--- src/rtl/mips_pkg.sv ---
// mips_pkg: shared pipeline widths, forward-select encodings and hazard FSM states
package mips_pkg;
  localparam int REG_ADDR_W = 5;
  localparam logic [1:0] FWD_RF = 2'b00;
  localparam logic [1:0] FWD_WB = 2'b01;
  localparam logic [1:0] FWD_MEM = 2'b10;
  typedef enum logic {ST_RUN = 1'b0, ST_MEM_WAIT = 1'b1} state_t;
endpackage

--- src/rtl/forward_unit.sv ---
// forward_unit: combinational Decode/Execute forwarding selects from M/W destination matches
module forward_unit #(
  parameter int REG_ADDR_W = mips_pkg::REG_ADDR_W
) (
  input  logic [REG_ADDR_W-1:0] RsD,
  input  logic [REG_ADDR_W-1:0] RtD,
  input  logic [REG_ADDR_W-1:0] RsE,
  input  logic [REG_ADDR_W-1:0] RtE,
  input  logic [REG_ADDR_W-1:0] WriteRegM,
  input  logic [REG_ADDR_W-1:0] WriteRegW,
  input  logic                  RegWriteM,
  input  logic                  RegWriteW,
  output logic                  ForwardAD,
  output logic                  ForwardBD,
  output logic [1:0]            ForwardAE,
  output logic [1:0]            ForwardBE
);
  import mips_pkg::*;
  always_comb begin
    ForwardAD = RsD != '0 && RsD == WriteRegM && RegWriteM;
    ForwardBD = RtD != '0 && RtD == WriteRegM && RegWriteM;
    ForwardAE = (RsE != '0 && RsE == WriteRegM && RegWriteM) ? FWD_MEM :
                (RsE != '0 && RsE == WriteRegW && RegWriteW) ? FWD_WB : FWD_RF;
    ForwardBE = (RtE != '0 && RtE == WriteRegM && RegWriteM) ? FWD_MEM :
                (RtE != '0 && RtE == WriteRegW && RegWriteW) ? FWD_WB : FWD_RF;
  end
endmodule

--- src/rtl/hazard_controller.sv ---
// hazard_controller: pipeline stall/flush/forward sequencer with memory-wait FSM, timeout flag and stall statistics
module hazard_controller #(
  parameter int REG_ADDR_W = mips_pkg::REG_ADDR_W,
  parameter int WAIT_CNT_W = 8,
  parameter int WAIT_LIMIT = 200
) (
  input  logic                  CLK,
  input  logic                  RST,
  input  logic [REG_ADDR_W-1:0] RsD,
  input  logic [REG_ADDR_W-1:0] RtD,
  input  logic [REG_ADDR_W-1:0] RsE,
  input  logic [REG_ADDR_W-1:0] RtE,
  input  logic [REG_ADDR_W-1:0] WriteRegE,
  input  logic [REG_ADDR_W-1:0] WriteRegM,
  input  logic [REG_ADDR_W-1:0] WriteRegW,
  input  logic                  RegWriteE,
  input  logic                  RegWriteM,
  input  logic                  RegWriteW,
  input  logic                  MemtoRegE,
  input  logic                  MemtoRegM,
  input  logic                  BranchD,
  input  logic                  JumpD,
  input  logic                  PCSrcD,
  input  logic                  MemReqM,
  input  logic                  MemReadyM,
  output logic                  StallF,
  output logic                  StallD,
  output logic                  StallE,
  output logic                  StallM,
  output logic                  FlushD,
  output logic                  FlushE,
  output logic                  FlushW,
  output logic                  ForwardAD,
  output logic                  ForwardBD,
  output logic [1:0]            ForwardAE,
  output logic [1:0]            ForwardBE,
  output logic                  MemTimeout,
  output logic [WAIT_CNT_W-1:0] StallCount
);
  import mips_pkg::*;
  state_t state_q, state_d;
  logic [WAIT_CNT_W-1:0] wait_cnt_q, wait_cnt_d, stall_cnt_q, stall_cnt_d;
  logic timeout_q, timeout_d;
  logic mem_miss, memwait, lwstall, brstall, hz_stall;
  forward_unit #(.REG_ADDR_W(REG_ADDR_W)) u_fwd (
    .RsD(RsD), .RtD(RtD), .RsE(RsE), .RtE(RtE),
    .WriteRegM(WriteRegM), .WriteRegW(WriteRegW),
    .RegWriteM(RegWriteM), .RegWriteW(RegWriteW),
    .ForwardAD(ForwardAD), .ForwardBD(ForwardBD),
    .ForwardAE(ForwardAE), .ForwardBE(ForwardBE)
  );
  always_comb begin
    mem_miss = MemReqM && !MemReadyM;
    memwait = state_q == ST_MEM_WAIT || mem_miss;
    lwstall = MemtoRegE && RtE != '0 && (RtE == RsD || RtE == RtD);
    brstall = BranchD &&
              ((RegWriteE && WriteRegE != '0 && (WriteRegE == RsD || WriteRegE == RtD)) ||
               (MemtoRegM && WriteRegM != '0 && (WriteRegM == RsD || WriteRegM == RtD)));
    hz_stall = !memwait && (lwstall || brstall);
    StallF = RST && (memwait || hz_stall);
    StallD = RST && (memwait || hz_stall);
    StallE = RST && memwait;
    StallM = RST && memwait;
    FlushW = RST && memwait;
    FlushE = RST && hz_stall;
    FlushD = RST && !memwait && !lwstall && !brstall && (PCSrcD || JumpD);
    state_d = (state_q == ST_RUN) ? (mem_miss ? ST_MEM_WAIT : ST_RUN) :
              (MemReadyM ? ST_RUN : ST_MEM_WAIT);
    wait_cnt_d = (state_q == ST_RUN && mem_miss) ? '0 :
                 (state_q == ST_MEM_WAIT && wait_cnt_q != '1) ? wait_cnt_q + 1'b1 : wait_cnt_q;
    timeout_d = timeout_q || (state_q == ST_MEM_WAIT && wait_cnt_d == WAIT_CNT_W'(WAIT_LIMIT));
    stall_cnt_d = (StallF && stall_cnt_q != '1) ? stall_cnt_q + 1'b1 : stall_cnt_q;
  end
  always_ff @(posedge CLK or negedge RST) begin
    if (!RST) begin
      state_q <= ST_RUN;
      wait_cnt_q <= '0;
      timeout_q <= 1'b0;
      stall_cnt_q <= '0;
    end else begin
      state_q <= state_d;
      wait_cnt_q <= wait_cnt_d;
      timeout_q <= timeout_d;
      stall_cnt_q <= stall_cnt_d;
    end
  end
  assign MemTimeout = timeout_q;
  assign StallCount = stall_cnt_q;
endmodule
--- config.mk ---
export PLATFORM = sky130hd
export DESIGN_NAME = hazard_controller
export DESIGN_NICKNAME = d
export VERILOG_FILES = /design/src/rtl/mips_pkg.sv /design/src/rtl/forward_unit.sv /design/src/rtl/hazard_controller.sv
export SDC_FILE = /design/constraint.sdc
export NUM_CORES = 1
export LEC_CHECK = 0
export CAP_MARGIN = 20
export CORE_MARGIN = 1
export CORE_UTILIZATION = 30
export CTS_BUF_LIST = sky130_fd_sc_hd__clkbuf_16
export DETAILED_ROUTE_END_ITERATION = 16
export SYNTH_ARGS = -nofsm -noshare
export SYNTH_HDL_FRONTEND = slang
export SYNTH_SLANG_ARGS = --single-unit
--- constraint.sdc ---
create_clock -name CLK -period 6.2 [get_ports CLK]
set_clock_uncertainty 0.1 [all_clocks]
set_input_delay 1.24 -clock CLK [delete_from_list [all_inputs] [get_ports CLK]]
set_output_delay 1.24 -clock CLK [all_outputs]
set_load 0.03 [all_outputs]
==> results by stage, run 1 <==
Floorplan:
- The die is 78.14 um wide.
- In this run the count of I/O pins placed on the die edge is between 60 and 70.
- The floorplan core area is about 0.0055 mm2.
- The floorplan die height is 78.14 um.
- In this run the core area contains 27 standard-cell rows.
- Once the floorplan was initialized, standard cells occupied 31.39% of the core.
- The full die area is around 0.006 mm2.

Yosys:
- Synthesis produced a netlist with a net count of between 200 and 300.
- By area the synthesized netlist is led by sky130_fd_sc_hd__dfrtp_1 26%, sky130_fd_sc_hd__xnor2_1 25%, sky130_fd_sc_hd__xor2_1 6.5%, sky130_fd_sc_hd__nand3_1 4.6%, sky130_fd_sc_hd__nor2_1 3.5%.
- The per-instance average area after synthesis is around 8.5 um2.
- Of the synthesized area, sequential elements account for between 20% and 30%.
- The mapped netlist covers 0.001739 mm2.
- The number of warnings reported in the yosys synthesis log is 0.
- The synthesized design contains 18 register bits.
- The synthesized netlist contains 40 unique library cells.
- The leading area contributor after synthesis is sky130_fd_sc_hd__dfrtp_1.
- The synthesized instance count is 205.
- The fraction of synthesized cell area taken by the top area cell type is around a quarter.

STA:
- The final number of max-transition violations is 0.
- Setup violations remaining at the end of the flow were counted as 0.
- Setup repair after global routing left no endpoint under its margin.
- The final sum of negative setup slack is 0 ns.
- The shortest period the worst path allows is around 5.2 ns.
- Of the available clock period, the critical path in the final layout requires between 80% and 90%.
- The transition time of the tightest slew-check pin is roughly 1 ns.
- The hold violation count in the final report was 0.
- Static timing analysis puts the maximum clock frequency at between 150 and 200 MHz.
- In this run the tightest slew margin relative to its limit is between 30% and 40%.

Finish:
- The repair_antennas step left the layout with diodes totalling 0.
- The most common library cell in the layout ignoring fill and taps is sky130_fd_sc_hd__clkdlybuf4s50_1.
- The area added between synthesis and finish is 44.89%.
- Of the cells placed in the final design, the portion with a size suffix greater than 1 is around 4.5%.
- The top cell types in the final layout, fill and taps aside, are 68 x sky130_fd_sc_hd__clkdlybuf4s50_1, 49 x sky130_fd_sc_hd__xnor2_1, 18 x sky130_fd_sc_hd__dfrtp_1.
- The final layout net count is between 300 and 400.
- After routing the design area is roughly 0.0025 mm2.
- The filler cells instantiated in the layout total 570.
- The final standard cell count with taps included and fillers excluded is around 340.

Pwr:
- The internal power contribution is between 0.0003 and 0.0004 W.
- The sequential cell fraction of total power is a little under a third.
- Dividing total power by cell area gives a power density of ~220 mW/mm2.
- The total chip power is 0.0005454 W.
- The clock network accounts for 24.5% of the total power.
- In this run, the combinational gates consume between 40 and 50% of the power.
- Summed over all nets, the switching power comes to a little under 0.0002 W.
- VDD sags by at most around 0.17 mV.
- The switching power share of the total is a little over a third.
- The reported leakage power is 0.9102 nW.

Clock network:
- The clock transition time at the flip-flop clock pins of the worst setup and hold paths is 0.05 ns.
- TritonCTS built the clock tree.
- The longest clock path from root to sink contains 2 buffers.
- At the later pin of the worst-skew pair, clock insertion delay measures between 0.2 and 0.3 ns.
- In this run the clock root is driven by a sky130_fd_sc_hd__clkbuf_16.
- The number of gates resized after CTS was 0.
- The clock sink count is 18.
- In this run, post-CTS hold repair placed 0 buffers.
- The deepest level of the CTS H-tree is 1.
- Counting the buffers created by CTS gives 3.
- Once the clock tree was built, the setup fixing pass inserted 0 buffers.

Setup path:
- STA puts the critical path data arrival time at 3.88 ns.
- The worst setup path is launched from an input pin.
- The type of element capturing the critical path is an output port.
- The endpoint required time on the critical path is about 4.9 ns.
- The critical path is of the in -> out type.
- The largest fanout on the critical path is 5.

Global route:
- The wire length of the first global-routing pass is roughly 7500 um.
- Across every metal layer, demand over resource in global routing totals around 16%.
- The residual overflow from global routing is 0.
- Entering global routing, the biggest net connects 22 pins.
- The initial antenna violation count is 0.
- The via count of the first global-routing pass came to between 1500 and 2000.

Route:
- The detailed router placed between 1500 and 2000 vias in this run.
- After the first detailed-routing iteration, the DRC count stood at 67.
- The via density per instance is 4.815.
- The DRC violations left is 0.
- The iteration count of the initial detailed-routing pass is 4.
- After detailed routing, the total wire length is 4681 um.
- In this run the remaining antenna-violating nets after routing total 0.
- In the final routed layout, each cell accounts on average for approximately 14 um.

Placement:
- In this run the tool buffered the top-level ports with 68 buffer cells.
- The post-detailed-placement half-perimeter wirelength is between 3000 and 4000 um.
- The number of placed instances, taps included, is 332.
- At the end of routability-driven placement, the weighted congestion stood at 0.7785.
- Once placement finished, the instance area stood at approximately 0.0024 mm2.

Outcome:
- The flow ran to the end, and the final reports show no timing, DRC or antenna violations.

Run:
- Across the run, the number of max-cap violations was 0.

Worst hold path:
- The worst min-delay path class is reg -> reg.
[area by class of cell]
class | instances | area, um2 | area share, %
multi-input combinational | 169 | 1197 | 47.52
inverter | 4 | 15.01 | 0.5958
clock inverter | 1 | 3.754 | 0.1490
sequential | 18 | 450.4 | 17.87
timing repair buffer | 69 | 688.2 | 27.31
clock buffer | 3 | 75.07 | 2.979
tap | 72 | 90.09 | 3.575
[layer usage]
metal | part of all wire (%) | global-route usage (%) | vias up
li1 | - | - | 826
met1 | 48 | 20.37 | 759
met2 | 48 | 26.23 | 27
met3 | 3.0 | 2.907 | 6
met4 | 1.5 | 4.815 | 0
met5 | 0 | 0 | -
[per-stage QoR]
stage / hold WS [ns] / utilization, % / worst slack (ns)
3_5_place_dp: 0.3629 / 44.06 / 0.9824
6_report: 0.3699 / 45.48 / 0.9784
5_1_grt: 0.3910 / 45.48 / 0.8511
2_1_floorplan: 0.4080 / - / 1.630
4_1_cts: 0.3751 / 45.48 / 0.9588
3_3_place_gp: 0.3581 / 44.06 / 0.9873
[cells by family (layout without fill, tap and decap cells)]
logic type,count (synthesis),after routing,share of synthesized area [%]
AO/OA/AOI/OAI,20,20,9.497
XOR/XNOR,62,62,31.22
adder cells (fa/ha/maj),2,2,1.439
buffers and inverters,18,77,5.251
flip-flops,18,18,25.90
multiplexers,1,1,0.8631
AND/OR/NAND/NOR,84,84,25.83
[worst max-delay path, cell delays in order]
cell and delay [ns]:
sky130_fd_sc_hd__clkdlybuf4s50_1 0.54, sky130_fd_sc_hd__or4_4 0.60, sky130_fd_sc_hd__nor2_4 0.12, sky130_fd_sc_hd__inv_2 0.06, sky130_fd_sc_hd__a32oi_4 0.26, sky130_fd_sc_hd__and2_2 0.19, sky130_fd_sc_hd__nor3b_1 0.17, sky130_fd_sc_hd__clkdlybuf4s50_1 0.69
[power groups by stage]
stage | combinational (W) | clock [W] | sequential, W
final | 0.000239 | 0.000134 | 0.000173
after global routing | 0.000258 | 0.000143 | 0.000177
after CTS | 0.000241 | 0.000136 | 0.000172
after detailed placement | 0.000239 | 0 | 0.000174
after global placement | 0.000237 | 0 | 0.000173
after floorplan | 0.000109 | 0 | 0.000203
[worst paths after layout]
path / slack, ns / start / to / cells after the start
min in group asynchronous: 1.22 / RST / state_q / 2
worst min-delay path: 0.37 / MemTimeout / MemTimeout / 1
max in group asynchronous: 4.56 / RST / wait_cnt_q[7] / 2
worst max-delay path: 0.98 / RtE[0] / FlushD / 8
worst max register to register: 4.04 / state_q / MemTimeout / 4
worst min register to register: 0.37 / MemTimeout / MemTimeout / 1
[state kept, by name, indices dropped and copies added (netlist names)]
signal and flops:
state_q 1, wait_cnt_q 8, StallCount 8, MemTimeout 1
[synthesized netlist by cell type (all sizes together)]
master  count
a41o        1
a31oi       1
xor2       13
buf         8
nand4       5
ha          2
nor2b       1
nor2       17
nand3      16
or4         5
a32oi       1
o211ai      1
o311a       1
nor3b       2
o21ai       4
dfrtp      18
a21o        1
a21oi       5
o22ai       3
a311oi      1
inv         4
or3         2
nand2      15
nor3        5
and3        5
clkbuf      6
mux2        1
and4        2
nand3b      1
xnor2      49
a41oi       1
and2        4
nor4        4
(Power assumes the default switching activity.)
==> run 2: changes to the inputs <==
==> constraint.sdc (replaced) <==
create_clock -name CLK -period 4.59 [get_ports CLK]
set_clock_uncertainty 0.1 [all_clocks]
set_input_delay 0.918 -clock CLK [delete_from_list [all_inputs] [get_ports CLK]]
set_output_delay 0.918 -clock CLK [all_outputs]
set_load 0.03 [all_outputs]
==> results by stage, run 2 (synthesis results as in run 1) <==
Finish:
- The total of fill cells in the finished design is 553 (-3.0%).
- The storage element area is 450.4 um2 (unchanged).
- The diode insertion count for antenna repair is 0 (unchanged).
- The most common library cell in the layout ignoring fill and taps is sky130_fd_sc_hd__clkdlybuf4s50_1.
- The multi-input combinational cell area is 0.001197 mm2 (unchanged).
- The final layout net count is 317 (+0.96%).
- From synthesis to final layout, the design area changed by 46.04%.
- The share of the core filled with cells in the final layout is 45.84% (+0.36 points).
- The final standard cell count with taps included and fillers excluded was 339 (+0.89%).
- The share of cells above drive strength 1 came to 5.993% (+1.4 points).
- The library cells used most frequently in the layout, excluding fill and tap cells, are 67 x sky130_fd_sc_hd__clkdlybuf4s50_1, 49 x sky130_fd_sc_hd__xnor2_1, 18 x sky130_fd_sc_hd__dfrtp_1.

Setup path:
- The critical path goes through clkdlybuf4s50_1 > or4_4 > nor2_4 > inv_2 > a32oi_4 > a31oi_4 > clkdlybuf4s50_1.
- The library cell contributing the largest single delay on the critical path is sky130_fd_sc_hd__clkdlybuf4s50_1.
- By instance count, the cell type seen most on the critical path is sky130_fd_sc_hd__clkdlybuf4s50_1.
- The sort of element at the start of the critical path is an input pin.
- The worst setup path is captured at an output port.
- The worst setup path is of the in -> out kind.
- The largest fanout on the critical path is 9 (+4).
- The stage delay of the slowest cell on the critical path is 0.65 ns (-0.04 ns).
- The endpoint required time on the critical path is 3.57 ns (-1.29 ns).
- The signal arrival time at the worst endpoint is 3.33 ns (-0.55 ns).

Clock network:
- The later-pin clock latency in the skew report came to 0.25 ns (about the same).
- The clock sink count came to 18 (unchanged).
- The number of buffers inserted by post-CTS setup repair is 0 (unchanged).
- TritonCTS built the clock tree.
- The clock transition time at the flip-flop clock pins of the worst setup and hold paths is 0.05 ns (about the same).
- The worst-case clock buffer depth is 2 (unchanged).
- The root buffer cell chosen for the clock tree is sky130_fd_sc_hd__clkbuf_16.
- The number of clock buffers inserted by TritonCTS came to 3 (unchanged).
- The deepest level of the CTS H-tree is 1 (unchanged).
- The number of hold buffers added after cts is 0 (unchanged).
- The number of gates resized after cts is 0 (unchanged).

Floorplan:
- The starting density of the core is 31.39% (unchanged).
- The number of placement rows came to 27 (unchanged).
- The floorplan core area is 0.005540 mm2 (unchanged).
- The count of pins on the block boundary was 69 (unchanged).
- The floorplan die width is 78.14 um (unchanged).
- The full die area came to 0.006106 mm2 (unchanged).
- The floorplan die height is 78.14 um (unchanged).

Global route:
- The residual overflow from global routing is 0 (unchanged).
- The initial antenna violation count is 0 (unchanged).
- The via count of the first global-routing pass was 1648 (+6.9%).
- The global router's overall resource usage is 16.18% (+0.50 points).
- The wire length of the first global-routing pass is 7790 um (+3.6%).
- The largest net degree at the start of global routing is 20 (-9.1%).

Pwr:
- The power density over the cells is 286.9 mW/mm2 (+33%).
- The reported leakage power is 0.9267 nW (+1.8%).
- The total chip power is 0.0007286 W (+34%).
- The peak supply drop was 0.3017 mV (+78%).

Route:
- The DRC violations left is 0 (unchanged).
- The number of nets still failing antenna checks after routing is 0 (unchanged).
- The via count of the routed design is 1637 (+1.2%).
- The total wirelength of the detailed-routed design is 4696 um (+0.32%).
- The per-cell routed wire length came to 13.85 um (-0.57%).
- The via density per instance came to 4.829 (+0.28%).
- The initial DRC count is 66 (-1.5%).
- The iteration count of the initial detailed-routing pass was 4 (unchanged).

STA:
- The final number of max-transition violations was 0 (unchanged).
- The transition time of the tightest slew-check pin is 0.5450 ns (-0.4310 ns).
- The hold violation count in the final report is 0 (unchanged).
- Setup repair after global routing left no endpoint under its margin.
- The total setup violations reported at the end of the flow is 0 (unchanged).
- Static timing analysis puts the maximum clock frequency at between 200 and 250 MHz.
- The max-slew headroom at the worst pin is 63.67% (+29 points).
- After layout, the worst path uses between 90% and 100% of the clock period.
- The shortest period the worst path allows is ~4.3 ns.
- The final sum of negative setup slack is 0 ns (unchanged).

Placement:
- The number of port buffers is 68 (unchanged).
- The number of instances in the placed design is 335 (+0.90%).
- The final RePlAce weighted congestion came to 0.8126 (+4.4%).
- The post-detailed-placement half-perimeter wirelength is 3787 um (+1.2%).

Run:
- The number of maximum-capacitance violations is 0 (unchanged).

Outcome:
- The flow ran to the end, and the final reports show no timing, DRC or antenna violations.

Worst hold path:
- The worst min-delay path class is reg -> reg.
-- run 2: cell types whose count changed in the layout (fill, tap and decap cells not counted), sizes merged --
cell	change
buf	+4
clkdlybuf4s50	-1
-- run 2: cell type report --
type,instances,share of cell area (%)
multi-input cells,169,47.14
clock buffers,3,2.956
inverters,4,0.5911
flip-flops and latches,18,17.73
clock inverters,1,0.1478
repair buffers,72,27.88
well taps,72,3.547
-- run 2: where the power goes --
group          internal, W  switching [W]
combinational     0.000163       0.000160
sequential        0.000192      0.0000397
clock             0.000116      0.0000570
total             0.000471       0.000257
-- run 2: worst paths after layout --
check                           slack [ns]  depth (start not counted)             to           from
worst max-delay path                  0.24                          7         StallF         RtE[0]
worst min register to register        0.38                          1     MemTimeout     MemTimeout
min in group asynchronous             1.04                          2  wait_cnt_q[0]            RST
worst max register to register        2.53                          8     MemTimeout  wait_cnt_q[0]
worst min-delay path                  0.38                          1     MemTimeout     MemTimeout
max in group asynchronous             3.15                          2  StallCount[2]            RST
-- run 2: metrics by stage --
step | hold WS [ns] | worst slack (ns) | area, um2
after floorplan | 0.4080 | 0.6639 | 1739
after detailed placement | 0.3738 | 0.2400 | 2461
after CTS | 0.3855 | 0.2328 | 2540
after global routing | 0.3895 | 0.1064 | 2540
after global placement | 0.3598 | 0.2639 | 2461
final | 0.3766 | 0.2403 | 2540
-- run 2: metal layers --
| layer | wire length (um) | GRT usage [%] |
|---|---|---|
| met4 | 38 | 3.333 |
| met5 | 0 | 0 |
| met1 | 2110 | 21.10 |
| met3 | 192 | 2.674 |
| met2 | 2355 | 27.98 |
-- run 2: worst max-delay path, delay by kind of cell --
kind,cells,cell delay (ns)
AND/OR/NAND/NOR,2,0.72
buffers and inverters,3,1.26
AO/OA/AOI/OAI,2,0.43
==> run 3: changes to the inputs <==
--- a/config.mk
+++ b/config.mk
@@ -5,11 +5,14 @@
 export SDC_FILE = /design/constraint.sdc
 export NUM_CORES = 1
 export LEC_CHECK = 0
+export ABC_AREA = 1
 export CAP_MARGIN = 20
 export CORE_MARGIN = 1
 export CORE_UTILIZATION = 30
 export CTS_BUF_LIST = sky130_fd_sc_hd__clkbuf_16
 export DETAILED_ROUTE_END_ITERATION = 16
+export HOLD_SLACK_MARGIN = 0.02
+export SLEW_MARGIN = 40
 export SYNTH_ARGS = -nofsm -noshare
 export SYNTH_HDL_FRONTEND = slang
 export SYNTH_SLANG_ARGS = --single-unit
==> results by stage, run 3 <==
STA:
- The shortest period the worst path allows is 4.297 ns (-0.05253 ns).
- The final sum of negative setup slack is 0 ns (unchanged).
- The final number of max-transition violations is 0 (unchanged).
- The total setup violations reported at the end of the flow is 0 (unchanged).
- The maximum achievable frequency came to 232.7 MHz (+1.2%).
- The hold violation count in the final report is 0 (unchanged).
- The transition time of the tightest slew-check pin came to 0.4038 ns (-0.1412 ns).
- The part of the cycle the worst path needs is 93.62% (-1.1 points).
- The max-slew headroom at the worst pin was 72.39% (+8.7 points).
- The worst setup margin is 0.2928 ns (+0.05253 ns).
- Setup repair after global routing left no endpoint under its margin.

Placement:
- The number of port buffers came to 68 (unchanged).
- The post-detailed-placement half-perimeter wirelength was 4734 um (+25%).
- The placed cell area is 0.002708 mm2 (+10%).
- The final RePlAce weighted congestion is 0.8955 (+10%).
- The worst slack at placement is 0.3120 ns (+0.07202 ns).

Setup path:
- The count of buffer and inverter cells on the critical path is 3 (unchanged).
- The largest fanout on the critical path is 5 (-4).
- The library cell contributing the largest single delay on the critical path is sky130_fd_sc_hd__clkdlybuf4s50_1.
- The top cell family by delay on the critical path is buffers and inverters.
- Traced cell by cell, the critical path runs through clkdlybuf4s50_1 > inv_1 > nand2_1 > nand2_1 > nor2_1 > nand3_1 > nand2_1 > nand2_1 > nand2_1 > nand2_2 > nand2_1 > nand2_1 > o21ai_0 > clkdlybuf4s50_1.
- The worst setup path is launched from an input pin.
- The stage delay of the slowest cell on the critical path is 0.71 ns (+0.06 ns).
- The type of element capturing the critical path is an output port.
- The signal arrival time at the worst endpoint came to 3.28 ns (-0.05 ns).
- The endpoint required time on the critical path is 3.57 ns (about the same).
- Among the stages of the critical path, the cell type that occurs most often is sky130_fd_sc_hd__nand2_1.
- The worst setup path is of the in -> out kind.

Floorplan:
- The count of pins on the block boundary was 69 (unchanged).
- The number of placement rows is 29 (+7.4%).
- The floorplan core area is 0.006350 mm2 (+15%).
- The full die area came to 0.006892 mm2 (+13%).
- The starting density of the core is 31.01% (-0.38 points).
- The floorplan die width was 83.02 um (+6.2%).
- The floorplan die height is 83.02 um (+6.2%).

Finish:
- The post-layout instance area was 0.002786 mm2 (+9.7%).
- The total of fill cells in the finished design was 641 (+16%).
- Compared with the post-synthesis result, the final layout area differs by 41.49%.
- The share of cells above drive strength 1 is 4.604% (-1.4 points).
- The library cells used most frequently in the layout, excluding fill and tap cells, are 105 x sky130_fd_sc_hd__nand2_1, 68 x sky130_fd_sc_hd__clkdlybuf4s50_1, 49 x sky130_fd_sc_hd__inv_1.
- The final layout net count was 441 (+39%).
- The library cell used most frequently in the layout, excluding fill and tap cells, is sky130_fd_sc_hd__nand2_1.
- The diode insertion count for antenna repair came to 0 (unchanged).

Global route:
- The largest net degree at the start of global routing is 19 (-5.0%).
- The via count of the first global-routing pass is 2055 (+25%).
- The initial antenna violation count was 0 (unchanged).
- The wire length of the first global-routing pass came to 9556 um (+23%).
- The residual overflow from global routing was 0 (unchanged).
- The global router's overall resource usage is 16.42% (+0.24 points).

Yosys:
- The per-instance average area after synthesis is 6.041 um2 (-29%).
- Sorting the synthesized cells by area gives the leading types as sky130_fd_sc_hd__dfrtp_1 23%, sky130_fd_sc_hd__nand2_1 20%, sky130_fd_sc_hd__inv_1 9.3%, sky130_fd_sc_hd__xor2_1 6.2%, sky130_fd_sc_hd__nor2_1 5.9%.
- After synthesis, the most frequently instantiated cells are 105 x sky130_fd_sc_hd__nand2_1, 49 x sky130_fd_sc_hd__inv_1, 31 x sky130_fd_sc_hd__nor2_1, 23 x sky130_fd_sc_hd__nand3_1, 18 x sky130_fd_sc_hd__dfrtp_1.
- The xor/xnor cell area share of the yosys netlist is 11.12% (-20 points).
- The number of warnings reported in the yosys synthesis log is 0 (unchanged).
- After synthesis, the largest family of logic cells by area is simple AND/OR/NAND/NOR gates.
- The post-synthesis cell type count is 31 (-23%).
- The fraction of synthesized cell area taken by the top area cell type is 22.87% (-3.0 points).
- The netlist area before placement is 0.001969 mm2 (+13%).
- The dominant register cell in the synthesized netlist is sky130_fd_sc_hd__dfrtp_1.
- The number of enable-type register cells in the synthesized netlist is 0 (unchanged).
- The total nets after synthesis is 375 (+48%).
- The total of flip-flops plus latches after synthesis is 18 (unchanged).
- The area fraction in compound gates after synthesis is 8.640% (-0.86 points).
- The post-synthesis async set-or-reset flop share is 100.0% (unchanged).
- The sequential share of the synthesized area was 22.87% (-3.0 points).
- The adder-cell share of the synthesized area is 1.271% (-0.17 points).
- The proportion of synthesized area in mux cells was 0% (-0.86 points).
- sky130_fd_sc_hd__dfrtp_1 takes more of the synthesized area than any other cell.
- The most repeated cell in the gate-level netlist after synthesis is sky130_fd_sc_hd__nand2_1.
- The post-synthesis share of cell area spent on and, or, nand and nor gates came to 43.27% (+17 points).
- The synthesized instance count was 326 (+59%).

Pwr:
- The reported leakage power was 1.392 nW (+50%).
- The peak supply drop is 0.1469 mV (-51%).
- The power density over the cells is 253.8 mW/mm2 (-12%).

Outcome:
- The flow ran to the end, and the final reports show no timing, DRC or antenna violations.

Route:
- The total wirelength of the detailed-routed design is 5657 um (+20%).
- The via density per instance is 4.823 (-0.13%).
- The per-cell routed wire length was 12.09 um (-13%).
- The initial DRC count is 133 (+100%).
- The via count of the routed design is 2257 (+38%).
- The number of nets still failing antenna checks after routing came to 0 (unchanged).
- The DRC violations left is 0 (unchanged).
- The iteration count of the initial detailed-routing pass is 4 (unchanged).

Clock network:
- The number of gates resized after cts is 0 (unchanged).
- The number of clock buffers inserted by TritonCTS is 3 (unchanged).
- The deepest level of the CTS H-tree is 1 (unchanged).
- The clock sink count is 18 (unchanged).
- The number of hold buffers added after cts is 0 (unchanged).
- Clock tree synthesis selected as its root buffer the cell sky130_fd_sc_hd__clkbuf_16.
- TritonCTS built the clock tree.
- The worst-case clock buffer depth is 2 (unchanged).
- The clock transition time at the flip-flop clock pins of the worst setup and hold paths was 0.05 ns (about the same).
- The later-pin clock latency in the skew report is 0.24 ns (about the same).
- The number of buffers inserted by post-CTS setup repair came to 0 (unchanged).

Run:
- The number of maximum-capacitance violations was 0 (unchanged).

Worst hold path:
- The worst min-delay path class is reg -> reg.
## run 3: cell count changes after synthesis, sizes merged, moves of 3 or more
cell	before	now
or4	5	0
nor3	5	9
inv	4	53
clkbuf	6	3
o21ai	4	9
nor2	17	31
nand2	15	107
xnor2	49	11
nand3	16	26
o2111ai	0	3
and2	4	0
and3	5	0
nand4	5	13
## run 3: cell families (layout without fill, tap and decap cells)
family,after synthesis,in the layout
flip-flops,18,18
AO/OA/AOI/OAI,27,27
AND/OR/NAND/NOR,192,192
XOR/XNOR,25,25
adder cells (fa/ha/maj),2,2
buffers and inverters,62,127
## run 3: final timing paths
check	slack, ns	end	startpoint	depth (start not counted)
max in group asynchronous	3.22	StallCount[5]	RST	2
worst min register to register	0.37	MemTimeout	MemTimeout	2
worst max register to register	2.75	MemTimeout	wait_cnt_q[0]	12
worst max-delay path	0.29	StallF	RtD[1]	14
min in group asynchronous	0.94	state_q	RST	2
worst min-delay path	0.37	MemTimeout	MemTimeout	2
## run 3: where the power goes
part	switching (W)	leakage [nW]	internal, W	total (W)
combinational	0.000173	1.12	0.000139	0.000311
clock	0.0000549	0.0385	0.000116	0.000170
sequential	0.0000376	0.230	0.000188	0.000225
total	0.000265	1.39	0.000442	0.000707
## run 3: stage by stage
step | power, W | util [%] | hold WS [ns] | std cells
6_report | 0.0007072 | 43.88 | 0.3663 | 468
4_1_cts | 0.0007160 | 43.88 | 0.3743 | 468
3_5_place_dp | 0.0005383 | 42.64 | 0.3623 | 464
2_1_floorplan | 0.0004083 | - | 0.4519 | 326
3_3_place_gp | 0.0005369 | 42.64 | 0.3516 | 464
5_1_grt | 0.0007629 | 43.88 | 0.4193 | 468
## run 3: final cells by class
type | instances | area (um2) | area share (%)
Timing Repair Buffer | 70 | 695.7 | 24.97
Multi-Input combinational cell | 246 | 1266 | 45.44
Inverter | 53 | 198.9 | 7.140
Clock inverter | 1 | 3.754 | 0.1347
Sequential cell | 18 | 450.4 | 16.17
Clock buffer | 3 | 75.07 | 2.694
Tap cell | 77 | 96.34 | 3.458
## run 3: worst register-to-register path, delay by kind of cell (launching register included)
kind / cells / cell delay (ns)
compound gates: 1 / 0.15
fa+ha+maj: 1 / 0.25
buf+inv: 2 / 0.19
flops: 1 / 0.41
simple gates: 8 / 0.69
## run 3: layer usage
| layer | share of wire, % | global-route usage [%] | vias up |
|---|---|---|---|
| met1 | 48 | 22.98 | 1009 |
| met4 | 0.25 | 2.038 | 0 |
| met2 | 48 | 27.87 | 68 |
| li1 | - | - | 1176 |
| met5 | 0 | 0 | - |
| met3 | 3.9 | 1.889 | 4 |
